==> src/rtl/bin_bcd_seq_if.sv <==
// Start/done handshake and result bus between a binary producer and the
// bin_bcd_seq converter.
interface bin_bcd_seq_if #(
  parameter int W = 16,
  parameter int D = 5
);
  logic           start;
  logic [W-1:0]   bin;
  logic           ready;
  logic           done;
  logic [4*D-1:0] bcd;
  logic           neg;
  logic           overflow;

  modport master (output start, bin, input ready, done, bcd, neg, overflow);
  modport slave  (input start, bin, output ready, done, bcd, neg, overflow);
endinterface

==> src/rtl/bin_bcd_seq.sv <==
// Sequential double-dabble binary-to-BCD converter: one operand bit per clock,
// optional two's-complement input, sticky overflow when D digits are too few.
module bin_bcd_seq #(
  parameter int W      = 16,
  parameter int D      = 5,
  parameter bit SIGNED = 1'b0
) (
  input  logic          clk,
  input  logic          rst_n,
  bin_bcd_seq_if.slave  bus
);
  localparam int CW = $clog2(W + 1);
  localparam int BW = 4 * D;

  typedef enum logic {IDLE, CONV} state_t;

  state_t          state_q, state_d;
  logic [W-1:0]    sh_q, sh_d;
  logic [BW-1:0]   scr_q, scr_d;
  logic [CW-1:0]   cnt_q, cnt_d;
  logic            acc_ovf_q, acc_ovf_d;
  logic            sgn_q, sgn_d;
  logic [BW-1:0]   bcd_q, bcd_d;
  logic            neg_q, neg_d;
  logic            ovf_q, ovf_d;
  logic            done_q, done_d;

  logic [BW-1:0]   scr_adj;
  logic            bin_neg;
  logic [W-1:0]    bin_mag;

  function automatic logic [BW-1:0] add3(input logic [BW-1:0] s);
    logic [BW-1:0] r;
    r = s;
    for (int k = 0; k < D; k++) begin
      if (s[4*k +: 4] >= 4'd5) r[4*k +: 4] = s[4*k +: 4] + 4'd3;
    end
    return r;
  endfunction

  assign scr_adj = add3(scr_q);
  // -(-2^(W-1)) wraps back to 2^(W-1), which is the correct unsigned magnitude
  assign bin_neg = SIGNED & bus.bin[W-1];
  assign bin_mag = bin_neg ? (W'(0) - bus.bin) : bus.bin;

  always_ff @(posedge clk or negedge rst_n) begin
    if (!rst_n) begin
      state_q   <= IDLE;
      sh_q      <= '0;
      scr_q     <= '0;
      cnt_q     <= '0;
      acc_ovf_q <= 1'b0;
      sgn_q     <= 1'b0;
      bcd_q     <= '0;
      neg_q     <= 1'b0;
      ovf_q     <= 1'b0;
      done_q    <= 1'b0;
    end else begin
      state_q   <= state_d;
      sh_q      <= sh_d;
      scr_q     <= scr_d;
      cnt_q     <= cnt_d;
      acc_ovf_q <= acc_ovf_d;
      sgn_q     <= sgn_d;
      bcd_q     <= bcd_d;
      neg_q     <= neg_d;
      ovf_q     <= ovf_d;
      done_q    <= done_d;
    end
  end

  always_comb begin
    state_d   = state_q;
    sh_d      = sh_q;
    scr_d     = scr_q;
    cnt_d     = cnt_q;
    acc_ovf_d = acc_ovf_q;
    sgn_d     = sgn_q;
    bcd_d     = bcd_q;
    neg_d     = neg_q;
    ovf_d     = ovf_q;
    done_d    = 1'b0;
    case (state_q)
      IDLE: begin
        if (bus.start) begin
          sh_d      = bin_mag;
          sgn_d     = bin_neg;
          scr_d     = '0;
          cnt_d     = '0;
          acc_ovf_d = 1'b0;
          state_d   = CONV;
        end
      end
      CONV: begin
        scr_d     = {scr_adj[BW-2:0], sh_q[W-1]};
        sh_d      = sh_q << 1;
        acc_ovf_d = acc_ovf_q | scr_adj[BW-1];
        cnt_d     = cnt_q + 1'b1;
        // last shift: publish the result in the same edge as the final shift
        if (cnt_q == CW'(W - 1)) begin
          bcd_d   = scr_d;
          neg_d   = sgn_q;
          ovf_d   = acc_ovf_d;
          done_d  = 1'b1;
          state_d = IDLE;
        end
      end
      default: state_d = IDLE;
    endcase
  end

  assign bus.ready    = (state_q == IDLE);
  assign bus.done     = done_q;
  assign bus.bcd      = bcd_q;
  assign bus.neg      = neg_q;
  assign bus.overflow = ovf_q;
endmodule

==> src/flat_wrapper.sv <==
// flat-port wrapper written by rule: the top's interface ports become plain ports
module bin_bcd_seq_flat 
#(
  parameter int W      = 16,
  parameter int D      = 5,
  parameter bit SIGNED = 1'b0
)
  (clk, rst_n, bus_start, bus_bin, bus_ready, bus_done, bus_bcd, bus_neg, bus_overflow);
  bin_bcd_seq_if #(.W(W), .D(D)) bus_i ();
  input  logic clk;
  input  logic rst_n;
  input wire logic [$bits(bus_i.start)-1:0] bus_start;
  input wire logic [$bits(bus_i.bin)-1:0] bus_bin;
  output wire logic [$bits(bus_i.ready)-1:0] bus_ready;
  output wire logic [$bits(bus_i.done)-1:0] bus_done;
  output wire logic [$bits(bus_i.bcd)-1:0] bus_bcd;
  output wire logic [$bits(bus_i.neg)-1:0] bus_neg;
  output wire logic [$bits(bus_i.overflow)-1:0] bus_overflow;
  assign bus_i.start = bus_start;
  assign bus_i.bin = bus_bin;
  assign bus_ready = bus_i.ready;
  assign bus_done = bus_i.done;
  assign bus_bcd = bus_i.bcd;
  assign bus_neg = bus_i.neg;
  assign bus_overflow = bus_i.overflow;
  bin_bcd_seq #(.W(W), .D(D), .SIGNED(SIGNED)) u_core (.clk(clk), .rst_n(rst_n), .bus(bus_i));
endmodule
==> config.mk <==
export PLATFORM = sky130hd
export DESIGN_NAME = bin_bcd_seq_flat
export DESIGN_NICKNAME = d
export VERILOG_FILES = /design/src/rtl/bin_bcd_seq_if.sv /design/src/rtl/bin_bcd_seq.sv /design/src/flat_wrapper.sv
export SDC_FILE = /design/constraint.sdc
export NUM_CORES = 1
export LEC_CHECK = 0
export BUFFER_PORTS_ARGS = -buffer_cell sky130_fd_sc_hd__buf_2
export CORE_ASPECT_RATIO = 0.6
export CORE_UTILIZATION = 58
export CTS_CLUSTER_SIZE = 14
export DETAILED_ROUTE_END_ITERATION = 16
export GPL_ROUTABILITY_DRIVEN = 0
export PLACE_DENSITY = 0.8
export SLEW_MARGIN = 40
export SYNTH_ARGS = -nofsm -noshare
export SYNTH_HDL_FRONTEND = slang
export SYNTH_SLANG_ARGS = --single-unit
==> constraint.sdc <==
create_clock -name clk -period 2.3 [get_ports clk]
set_input_delay 0.23 -clock clk [delete_from_list [all_inputs] [get_ports clk]]
set_output_delay 0.23 -clock clk [all_outputs]
set_load 0.03 [all_outputs]
==> results.yml, run 1 <==
route:
  ant_nets: 0
  wl_per_cell_um: 15.4
  avgViaCountPerCell: 5.85
  firstDrtPassIters: 4
  via_count: 2873
  drt_wl_total_um: 7570
  drc: 0
  drt_iter0_markers: 230
logic_synthesis:
  ys_top_cells_by_count: "65 x dfrtp_1, 56 x nand2_1, 34 x o21ai_0, 23 x nand3_1"
  async_flop_share: 1.00
  syn_avg_cell_area_um2: 9.28
  ys_warn_count: 0
  syn_inst: 374
  ys_seq_elements: 65
  yosysTopAreaCell: "dfrtp_1"
  ys_types: 41
  synthMostInstantiatedCell: "dfrtp_1"
  synth_area_um2: 3470
  yosys-top-cells-area: "dfrtp_1 47%, nand2_1 6.1%, mux2i_1 5.5%"
  synth_seq_area_share: 0.469
  ys.flop_type: "dfrtp_1"
  synth_fp_nets: 405
  netlist.area_leader.share: 0.469
  synth-edff-count: 0
global_route:
  grt_max_degree: 49
  grt_pass1_vias: 2503
  overflow: 0
  antenna_found_initial: 0
  grt_use_total: 0.270
  grt_pass1_wl_um: 12500
cts:
  root_buffer: "clkbuf_8"
  h-tree-depth: 3
  insertion_delay_ns: 0.35
  clk_pin_slew_ns: 0.07
  cts_tree: "yes"
  cts.sinks: 65
  cts_buffers: 9
  clock_path_buffers: 2
  post_cts_buffers: 0
timing:
  finalCritPeriodShare: 0.929
  worst_slack_ns: 0.162
  fmax_ghz: 0.468
  fin_worst_skew_ns: 0.00672
  finalSetupViolCount: 0
  rsz0062_at_grt: "true"
  period_needed_ns: 2.14
  drv_slew: 0
  worst_pin_slew_ns: 0.829
  slew_headroom: 0.447
  hold_viol: 0
worst_setup_path:
  crit_type: "register to register"
  crit_path_end_kind: "register"
  path_common_cell: "ha_1"
  rrSetupSlack_ns: 0.16
  reg2regPathDepth: 7
  path_delay_family: "buffers and inverters"
  crit_chain: "ha_1, and3_1, ha_1, nand2_2, inv_1, mux2i_1, nand3_1"
  reg2reg_to: "u_core.bus.bcd[9]"
  worstPathMaxFanout: 23
  slowest_delay_ns: 0.61
  timing.rr.start: "u_core.cnt_q[0]"
  critical_path_arrival_ns: 2.36
  critPathSlowestCell: "inv_1"
  crit_buf_inv: 1
  start_kind: "register"
  cp.required_ns: 2.53
power:
  clockPowerShare: 0.149
  max-vdd-ir-drop_v: 0.000616
  power_mw: 5.70
  pwr-share-comb: 0.471
  power_density_nw_per_um2: 1470
  power_switching_mw: 2.62
  p_int_mw: 3.09
  seqPwrFrac: 0.380
  p_sw_frac: 0.459
  leakage_nw: 1.77
die:
  rows: 21
  start_util: 0.612
  die_w_um: 102
  dieArea_um2: 6310
  io_pins: 43
  dieHeight_um: 61.9
  core_area_um2: 5680
status:
  status: "complete, no violations"
min_path:
  hold_class: "primary input to register"
  min-delay-start: "bus_bin[0]"
  hold_end: "u_core.sh_q[0]"
  whs_path_depth: 3
placement:
  port_buffers: 41
  pre_cts_ws_ns: 0.225
  dp_hpwl_um: 5150
cells_and_area:
  drive_above_1_share: 0.153
  diodes: 0
  fin_nets: 438
  syn2layout_area_growth_pct: 11.9
  final_core_util: 0.684
run:
  max_cap_violations: 0
==> stage by stage <==
| step | hold slack (ns) | std cells | TNS [ns] | instance area [um2] |
|---|---|---|---|---|
| final | 0.131 | 491 | 0 | 3880 |
| after CTS | 0.124 | 491 | 0 | 3880 |
| after floorplan | -0.0656 | 374 | 0 | 3470 |
| after global routing | 0.135 | 491 | -0.00282 | 3880 |
| after detailed placement | 0.213 | 475 | 0 | 3710 |
| after global placement | 0.224 | 475 | 0 | 3710 |
==> how the worst max path moves through the flow <==
stage | start | slack [ns] | end | depth (start not counted)
global placement | u_core.cnt_q[0] | 0.30 | u_core.bus.bcd[9] | 7
CTS | u_core.cnt_q[0] | 0.19 | u_core.bus.bcd[9] | 7
global route | u_core.cnt_q[0] | -0.003 | u_core.bus.bcd[5] | 7
floorplan | u_core.cnt_q[0] | 0.58 | u_core.bus.bcd[13] | 8
detailed placement | u_core.cnt_q[0] | 0.22 | u_core.bus.bcd[17] | 7
finish | u_core.cnt_q[0] | 0.16 | u_core.bus.bcd[9] | 7
==> logic make-up (layout without fill, tap and decap cells) <==
family,Yosys count,in the layout,synth area share
muxes,19,19,0.0548
adders and majority gates,12,12,0.0433
and+or+nand+nor,136,136,0.193
DFF,65,65,0.469
xor gates and xnor gates,1,1,0.00252
AOI/OAI and AO/OA,92,92,0.176
other,1,1,0.00108
buffers and inverters,48,85,0.0606
==> layer usage <==
metal  track usage  wire length [um]  up-vias  share of wire
li1              -                 -     1401              -
met1         0.404              3920     1360           0.52
met2         0.377              3090      106           0.41
met3        0.0749               497        6          0.066
met4        0.0918                60        0         0.0079
met5             0                 0        -              0
==> cell type report <==
type | count | area (um2)
clock buffers | 15 | 166
fillers | 474 | 1790
inverters | 19 | 71.3
multi-input cells | 261 | 1630
flip-flops and latches | 65 | 1630
well taps | 80 | 100
repair buffers | 51 | 283
==> power groups by stage <==
stage               clock [mW]  sequential, mW  combinational [mW]
detailed placement           0            2.16                2.66
finish                   0.850            2.16                2.69
global placement             0            2.14                2.58
CTS                      0.871            2.15                2.67
floorplan                    0            2.27                1.86
global route             0.920            2.24                3.01
==> flip-flops by register name (all words and copies together) (netlist names) <==
signal	flops
u_core.state_q	1
u_core.bus.bcd	20
u_core.scr_q	20
u_core.cnt_q	5
u_core.acc_ovf_q	1
u_core.sh_q	16
u_core.bus.overflow	1
u_core.bus.done	1
==> worst min-delay path: stages <==
cell,delay [ns]
buf_2,0.08
mux2i_1,0.06
nor2_1,0.08
==> layout by cell type, fill, tap and decap left out, types with 9 or more instances in the layout <==
cell / count
buf_2: 41
buf_4: 9
o21ai_0: 34
clkbuf_8: 11
nand3_1: 23
mux2i_1: 19
ha_1: 12
inv_1: 19
nor2b_1: 11
dfrtp_1: 64
o31ai_1: 9
nand2b_1: 9
nand2_1: 56
==> what timing repair did <==
action,4_1_cts,5_1_grt
endpoints found under the hold margin,19,0
resized for setup,0,0
endpoints found under the setup margin,0,1
hold buffers,1,0
No activity file was read; power rests on OpenSTA's default activity.
==> run 2: changes to the inputs <==
--- a/config.mk
+++ b/config.mk
@@ -7,11 +7,11 @@
 export LEC_CHECK = 0
 export BUFFER_PORTS_ARGS = -buffer_cell sky130_fd_sc_hd__buf_2
 export CORE_ASPECT_RATIO = 0.6
-export CORE_UTILIZATION = 58
+export CORE_UTILIZATION = 45
+export CTS_CLUSTER_DIAMETER = 120
 export CTS_CLUSTER_SIZE = 14
 export DETAILED_ROUTE_END_ITERATION = 16
 export GPL_ROUTABILITY_DRIVEN = 0
-export PLACE_DENSITY = 0.8
 export SLEW_MARGIN = 40
 export SYNTH_ARGS = -nofsm -noshare
 export SYNTH_HDL_FRONTEND = slang
==> run 2 against run 1 <==
  * Count of clock-buffer cells in the layout is 5 lower
  * Clock power increased by 87%
  * Combinational power hardly changed
  * Critical path type unchanged
  * Critical endpoint is now u_core.bus.bcd[4]
  * Highest routed layer unchanged
==> results.yml, run 2 (synthesized netlist as in run 1, its figures left out) <==
die:
  dieArea_um2: 8080
  dieHeight_um: 70.0
  io_pins: 43
  core_area_um2: 7360
  rows: 24
  die_w_um: 115
  start_util: 0.472
worst_setup_path:
  start_kind: "register"
  crit_type: "register to register"
  cp.required_ns: 2.51
  worstPathMaxFanout: 11
  startpoint: "u_core.cnt_q[0]"
  timing.rr.start: "u_core.cnt_q[0]"
  critical_path_arrival_ns: 2.31
  crit_path_end_kind: "register"
cells_and_area:
  diodes: 0
  drive_above_1_share: 0.169
  final_cell_mix: "64 x dfrtp_1, 56 x nand2_1, 41 x buf_2, 34 x o21ai_0, 23 x nand3_1"
  final_core_util: 0.559
  nFillCells: 681
  stdcell_count: 517
  final_common_cell: "dfrtp_1"
  fin_nets: 439
  syn2layout_area_growth_pct: 18.4
cts:
  insertion_delay_ns: 0.33
  post_cts_buffers: 0
  cts.sinks: 65
  cts_buffers: 9
  cts_tree: "yes"
  root_buffer: "clkbuf_16"
  clock_path_buffers: 2
  clk_pin_slew_ns: 0.05
  h-tree-depth: 3
timing:
  period_needed_ns: 2.10
  worst_pin_slew_ns: 0.614
  finalSetupViolCount: 0
  hold_viol: 0
  rsz0062_at_grt: "false"
  finalCritPeriodShare: 0.913
  fin_worst_skew_ns: 0.00538
  drv_slew: 0
  fmax_ghz: 0.476
  fin_setup_tns_ns: 0
  slew_headroom: 0.591
global_route:
  overflow: 0
  grt_use_total: 0.224
  grt_max_degree: 40
  grt_pass1_wl_um: 13500
  grt_pass1_vias: 2646
  antenna_found_initial: 0
power:
  power_mw: 6.44
  power_density_nw_per_um2: 1570
  leakage_nw: 1.85
  max-vdd-ir-drop_v: 0.000596
  power_switching_mw: 2.71
  pwr-share-comb: 0.412
  p_int_mw: 3.74
  seqPwrFrac: 0.340
  clockPowerShare: 0.247
  p_sw_frac: 0.420
route:
  ant_nets: 0
  firstDrtPassIters: 4
  drc: 0
  avgViaCountPerCell: 5.40
  via_count: 2791
  drt_wl_total_um: 7970
  wl_per_cell_um: 15.4
  drt_iter0_markers: 195
min_path:
  min-delay-start: "bus_bin[0]"
  hold_class: "primary input to register"
placement:
  port_buffers: 41
  dp.cells: 499
  dp_hpwl_um: 5280
status:
  status: "complete, no violations"
run:
  max_cap_violations: 0
-- run 2: cell count changes in the layout (fill, tap and decap cells not counted), sizes merged --
cell and delta:
clkinv +2, clkbuf -5, clkinvlp +3, bufinv +3, inv -1
-- run 2: final timing paths --
| check | to | cells after the start | slack (ns) |
|---|---|---|---|
| worst max-delay path | u_core.bus.bcd[4] | 7 | 0.20 |
| worst min-delay path | u_core.sh_q[0] | 3 | 0.15 |
| worst max register to register | u_core.bus.bcd[4] | 7 | 0.20 |
| worst min register to register | u_core.bus.bcd[0] | 2 | 0.47 |
| max in group asynchronous | u_core.bus.bcd[9] | 3 | 1.06 |
| min in group asynchronous | u_core.sh_q[10] | 2 | 0.44 |
-- run 2: area by class of cell --
cell class,count,area [um2],share of cell area
tap,104,130,0.0317
multi-input combinational,261,1630,0.398
clock inverter,6,115,0.0280
timing repair inverter,1,5.00,0.00122
sequential,65,1630,0.396
clock buffer,10,239,0.0582
timing repair buffer,51,283,0.0688
inverter,19,75.1,0.0183
-- run 2: power by group through the flow --
stage | sequential (mW) | clock (mW) | combinational [mW]
6_report | 2.19 | 1.59 | 2.66
5_1_grt | 2.28 | 1.69 | 3.00
4_1_cts | 2.18 | 1.64 | 2.66
3_5_place_dp | 2.19 | 0 | 2.64
3_3_place_gp | 2.20 | 0 | 2.60
2_1_floorplan | 2.27 | 0 | 1.86
-- run 2: stage by stage --
step | worst slack, ns | area [um2] | hold slack, ns
6_report | 0.200 | 4110 | 0.148
5_1_grt | 0.0749 | 4110 | 0.170
4_1_cts | 0.120 | 4100 | 0.141
3_5_place_dp | 0.128 | 3740 | 0.279
3_3_place_gp | 0.248 | 3740 | 0.281
2_1_floorplan | 0.579 | 3470 | -0.0656
-- run 2: worst max-delay path, cell delays in order (launching register included) --
cell and delay (ns):
dfrtp_1 0.40, ha_1 0.23, and3_1 0.19, ha_1 0.23, nand2_2 0.14, clkinvlp_2 0.45, nand3_1 0.25, nand3_1 0.09
-- run 2: routing by layer --
layer  track usage  wire, um  up-vias
met1         0.336      4250     1318
met5             0         0        -
li1              -         -     1412
met3        0.0747       407        4
met2         0.291      3280       57
met4        0.0823        28        0
-- run 2: what timing repair did --
item	in CTS	in global routing
endpoints found under the hold margin	26	0
endpoints found under the setup margin	0	14
resized for setup	0	1
hold buffers	1	0
